**src/rtl/nibble_serial_adder.sv**
```systemverilog
// ---------------------------------------------------------------------------
// nibble_serial_adder
//
// Purpose:
//   Adds two unsigned WIDTH-bit operands plus a carry-in, one nibble per clock.
//   Each nibble goes through a 4-bit carry-lookahead slice. The slice's
//   carry-out is kept as a running carry for the next nibble. An operand set
//   is accepted in IDLE. The block then spends WIDTH/4 cycles in RUN and
//   presents the result in DONE until the consumer takes it.
//
// Parameters:
//   WIDTH      operand/sum width in bits (multiple of 4, >= 4), default 16
//
// Ports:
//   clk        clock, rising edge
//   rst_n      asynchronous active-low reset
//   in_valid   operand set valid
//   in_ready   high only in IDLE
//   a, b       unsigned operands
//   cin        carry into nibble 0
//   out_valid  high only in DONE
//   out_ready  consumer accepts result (only looked at in DONE)
//   sum        registered a+b+cin, low WIDTH bits
//   cout       carry out of the top nibble
//   ovf        signed overflow flag (only when OVF_FLAG_EN is defined)
//
// Build option:
//   OVF_FLAG_EN  when defined, adds the ovf port and its register.
// ---------------------------------------------------------------------------
module nibble_serial_adder #(
  parameter int WIDTH = 16
) (
  input  logic             clk,
  input  logic             rst_n,
  input  logic             in_valid,
  output logic             in_ready,
  input  logic [WIDTH-1:0] a,
  input  logic [WIDTH-1:0] b,
  input  logic             cin,
  output logic             out_valid,
  input  logic             out_ready,
  output logic [WIDTH-1:0] sum,
  output logic             cout
`ifdef OVF_FLAG_EN
  ,
  output logic             ovf
`endif
);

  localparam int NIB = WIDTH / 4;
  localparam int CW  = (NIB > 1) ? $clog2(NIB) : 1;

  typedef enum logic [1:0] {
    IDLE = 2'd0,
    RUN  = 2'd1,
    DONE = 2'd2
  } state_t;

  state_t           state_reg, state_next;
  logic [WIDTH-1:0] a_reg, a_next;
  logic [WIDTH-1:0] b_reg, b_next;
  logic [WIDTH-1:0] sum_reg, sum_next;
  logic             carry_reg, carry_next;
  logic             cout_reg, cout_next;
  logic [CW-1:0]    cnt_reg, cnt_next;
`ifdef OVF_FLAG_EN
  logic             ovf_reg, ovf_next;
`endif

  // Split the captured operands into nibble lanes.
  logic [3:0] a_nib [NIB];
  logic [3:0] b_nib [NIB];

  generate
    for (genvar gi = 0; gi < NIB; gi++) begin : g_nib
      assign a_nib[gi] = a_reg[4*gi +: 4];
      assign b_nib[gi] = b_reg[4*gi +: 4];
    end
  endgenerate

  // Carry-lookahead slice for the nibble selected by the counter.
  logic [3:0] cur_a, cur_b, p, g, s;
  logic [4:0] c;

  always_comb begin
    cur_a = '0;
    cur_b = '0;
    for (int k = 0; k < NIB; k++) begin
      if (cnt_reg == CW'(k)) begin
        cur_a = a_nib[k];
        cur_b = b_nib[k];
      end
    end
  end

  assign p    = cur_a ^ cur_b;
  assign g    = cur_a & cur_b;
  assign c[0] = carry_reg;
  assign c[1] = g[0] | (p[0] & c[0]);
  assign c[2] = g[1] | (p[1] & g[0]) | (p[1] & p[0] & c[0]);
  assign c[3] = g[2] | (p[2] & g[1]) | (p[2] & p[1] & g[0])
              | (p[2] & p[1] & p[0] & c[0]);
  assign c[4] = g[3] | (p[3] & g[2]) | (p[3] & p[2] & g[1])
              | (p[3] & p[2] & p[1] & g[0])
              | (p[3] & p[2] & p[1] & p[0] & c[0]);
  assign s    = p ^ c[3:0];

  // Next-state and datapath updates.
  always_comb begin
    state_next = state_reg;
    a_next     = a_reg;
    b_next     = b_reg;
    sum_next   = sum_reg;
    carry_next = carry_reg;
    cout_next  = cout_reg;
    cnt_next   = cnt_reg;
`ifdef OVF_FLAG_EN
    ovf_next   = ovf_reg;
`endif
    case (state_reg)
      IDLE: begin
        if (in_valid) begin
          a_next     = a;
          b_next     = b;
          carry_next = cin;
          cnt_next   = '0;
          sum_next   = '0;
          state_next = RUN;
        end
      end
      RUN: begin
        for (int k = 0; k < NIB; k++) begin
          if (cnt_reg == CW'(k)) begin
            sum_next[4*k +: 4] = s;
          end
        end
        carry_next = c[4];
        cnt_next   = cnt_reg + CW'(1);
        if (cnt_reg == CW'(NIB - 1)) begin
          cout_next  = c[4];
`ifdef OVF_FLAG_EN
          // c[3] of the top slice is the carry into the sum MSB.
          ovf_next   = c[3] ^ c[4];
`endif
          state_next = DONE;
        end
      end
      DONE: begin
        if (out_ready) begin
          state_next = IDLE;
        end
      end
      default: state_next = IDLE;
    endcase
  end

  always_ff @(posedge clk or negedge rst_n) begin
    if (!rst_n) begin
      state_reg <= IDLE;
      a_reg     <= '0;
      b_reg     <= '0;
      sum_reg   <= '0;
      carry_reg <= 1'b0;
      cout_reg  <= 1'b0;
      cnt_reg   <= '0;
`ifdef OVF_FLAG_EN
      ovf_reg   <= 1'b0;
`endif
    end else begin
      state_reg <= state_next;
      a_reg     <= a_next;
      b_reg     <= b_next;
      sum_reg   <= sum_next;
      carry_reg <= carry_next;
      cout_reg  <= cout_next;
      cnt_reg   <= cnt_next;
`ifdef OVF_FLAG_EN
      ovf_reg   <= ovf_next;
`endif
    end
  end

  assign in_ready  = (state_reg == IDLE);
  assign out_valid = (state_reg == DONE);
  assign sum       = sum_reg;
  assign cout      = cout_reg;
`ifdef OVF_FLAG_EN
  assign ovf       = ovf_reg;
`endif

endmodule

```
**config.mk**
```make
export PLATFORM = sky130hd
export DESIGN_NAME = nibble_serial_adder
export DESIGN_NICKNAME = d
export VERILOG_FILES = /design/src/rtl/nibble_serial_adder.sv
export SDC_FILE = /design/constraint.sdc
export NUM_CORES = 1
export LEC_CHECK = 0
export CORE_MARGIN = 2
export CORE_UTILIZATION = 50
export DETAILED_ROUTE_END_ITERATION = 10
export GPL_TIMING_DRIVEN = 0
export PLACE_DENSITY = 0.89
export SETUP_SLACK_MARGIN = 0.15
export SYNTH_ARGS = -nofsm -noshare
export SYNTH_HDL_FRONTEND = slang
export SYNTH_SLANG_ARGS = --single-unit
```
**constraint.sdc**
```tcl
create_clock -name clk -period 3.2 [get_ports clk]
set_clock_uncertainty 0.2 [all_clocks]
set_input_delay 0.32 -clock clk [delete_from_list [all_inputs] [get_ports clk]]
set_output_delay 0.32 -clock clk [all_outputs]
set_load 0.03 [all_outputs]
```
==> qor.csv <==
metric,value,unit
clock power share,0.102,
Final GP Congestion,0.834,
CTS Buf Count,5,
Inst Count DP,386,
crit path from,cnt_reg[0],
Period minus WS final,2.94,ns
worst r2r src,cnt_reg[0],
first-pass GRT wire length,9.92,mm
crit-path most repeated cell,ha_1,
FF+latch area,1350,um2
I/O Buffers,55,
Core Rows,26,
FMAX,0.341,GHz
pwr/cell area,1150,nW/um2
slowest CP cell,dfrtp_2,
switch share,0.448,
Vias,2102,
Multi-input gate area,1210,um2
n_diodes,0,
worst-path cell chain,inv_1 > ha_1 > clkbuf_4 > a221oi_2 > nor3_1 > a21o_1 > ha_1 > a41o_1 > a21oi_2 > xnor2_2 > o31ai_1,
Critical Path Start Type,flip-flop,
Max clock buf depth,2,
Final #Nets,373,
Worst Path Arrival,2.97,ns
crit path max fanout,9,
leakage power,0.00158,uW
GRT overflow,0,
"Cell Area, Synth",2600,um2
RSZ-0062 raised after global routing,false,
clock slew at reported path FFs,0.09,ns
adder-cell share of the synthesized area,0.0510,
post-synthesis simple-gate area fraction,0.173,
yosys warns,0,
crit-path leading delay family,compound AO/OA/AOI/OAI gates,
Final Util,0.680,
DRC viols,0,
"Req. time, crit path",3.23,ns
share of layout cells above drive strength 1,0.168,
Yosys top cell by area,dfrtp_1,
Area Overhead vs Synth,32.7,%
WL final,5.97,mm
top_reg_cell synth,dfrtp_1,
syn_area_per_cell,10.0,um2
reg2reg setup slack,0.26,ns
sequential cell area fraction in the yosys report,0.520,
Mapped Cells,260,
fillers,393,
CTS tree,yes,
setup TNS,0,ns
initial antenna violation count,0,
Hold Path Class,primary input to async pin,
post-DP HPWL,4.17,mm
unique cell type count in the Yosys netlist,33,
Yosys top cell area share,0.520,
H-tree levels,2,
end of the critical path,sum[3],
mux share of post-synthesis cell area,0.0818,
max_slew headroom,0.682,
CP Depth,11,
drt via density,5.29,
worst hold slack,0.250,ns
Slew @ Worst Pin,0.477,ns
most frequent cells in the layout,"nand2_1 (84), clkdlybuf4s50_1 (54), dfrtp_1 (53)",
Worst Path Buf+Inv,2,
drt pass-1 iters,4,
Post-synth ARST share,1.00,
"top cells by area, synth","dfrtp_1 (52%), nand2_1 (12%), mux2_2 (6.5%), ha_1 (4.3%), o31ai_1 (3.5%)",
xor and xnor area share after synthesis,0.0101,
Die Wd,76.1,um
I/O pin count,56,
"most common cell after layout, fill and taps aside",nand2_1,
clock sinks,54,
Comb pwr share,0.598,
Post-synth EDFFs,0,
post-synthesis register bit count,54,
Final Hold Violating Endpoints,0,
Reg power frac,0.300,
DIE AREA,5790,um2
maximum VDD drop,0.000566,V
"Slew Viols, Final",0,
largest family of logic cells by synthesized area,simple AND/OR/NAND/NOR gates,
Worst R2R End,sum[3],
CTS root buffer,clkbuf_8,
final non-filler cell total,397,
Placeable Area,5070,um2
Initial DRC Count,116,
Max-cap violations,0,
Clock Latency Late Sink,0.32,ns
vias in the first global route,2111,
period utilization,0.918,
Die Span Y,76.1,um
syn_nets,307,
largest net degree at the start of global routing,39,
r2r worst-path depth,11,
internal cell power,2200,uW
starting density of the core,0.512,
status,"complete, no violations",
wire per inst,15.0,um
Total GRT Usage,0.215,
Net Switching,1790,uW
Crit path largest cell delay,0.43,ns
WS Path Type,flip-flop to flip-flop,
critical path endpoint category,flip-flop,
Antenna Nets Post-Route,0,
final setup vio count,0,
complex-gate fraction of the synthesized area,0.128,
==> layer usage <==
metal,up-vias,wire [um],track usage
li1,1006,-,-
met1,1030,2640,0.278
met2,56,3020,0.368
met3,10,209,0.0344
met4,0,111,0.0782
met5,-,0,0
==> cell usage after synthesis, types with 2 or more instances <==
cell and number:
nand2_1 84, dfrtp_1 54, mux2_2 15, o31ai_1 12, a21oi_1 11, o21ai_0 11, ha_1 9, nor2b_1 8
clkbuf_1 6, inv_1 5, a21o_1 4, a21oi_2 4, a221oi_1 4, nand3b_1 4, buf_2 3, buf_4 3
mux2_1 3, nor2_1 3, nor3_1 2, xor2_1 2
==> cell families after synthesis <==
family | Yosys count
simple gates | 105
flops | 54
compound gates | 50
buf+inv | 19
mux | 19
fa+ha+maj | 10
xor+xnor | 3
==> what timing repair did <==
action                     CTS  global route
gates resized for setup      6            21
hold buffers                 1             0
setup endpoints to repair   14             9
hold endpoints to repair    16             0
buffers inserted             0             2
pin swaps                    0             5
==> worst min-delay path by stage <==
stage,slack (ns),cells after the start,to,startpoint
floorplan,-0.18,0,a_reg[0],rst_n
detailed placement,0.07,1,sum[5],rst_n
global placement,0.26,2,sum[11],sum[11]
finish,0.25,2,sum[5],rst_n
CTS,0.26,2,sum[5],rst_n
global route,0.30,2,sum[4],rst_n
==> power groups by stage <==
stage                     combinational [uW]  clock (uW)  sequential [uW]
after floorplan                         1360           0             1290
after global placement                  2010           0             1180
after detailed placement                2110           0             1200
after CTS                               2140         406             1180
after global routing                    2600         436             1230
final                                   2380         406             1190
==> through the flow <==
stage / cell area (um2) / total power, uW / setup slack [ns]
after global routing: 3450 / 4270 / 0.122
after CTS: 3370 / 3730 / 0.178
after detailed placement: 3250 / 3300 / -0.176
after global placement: 3240 / 3190 / 0.00365
final: 3450 / 3980 / 0.264
after floorplan: 2600 / 2650 / 0.485
==> worst reg2reg max path, cell delays in order (launching register included) <==
cell and delay (ns):
dfrtp_2 0.43, inv_1 0.08, ha_1 0.19, clkbuf_4 0.18, a221oi_2 0.26, nor3_1 0.10, a21o_1 0.22, ha_1 0.35
a41o_1 0.20, a21oi_2 0.19, xnor2_2 0.17, o31ai_1 0.26
==> final cells by class <==
class                      count  share of cell area
timing repair buffer          59               0.171
sequential                    54               0.392
inverter                       5             0.00544
clock buffer                   6              0.0239
multi-input combinational    187               0.350
clock inverter                 2             0.00363
tap                           70              0.0254
buffer                        14              0.0283
No activity file was read; power rests on OpenSTA's default activity.
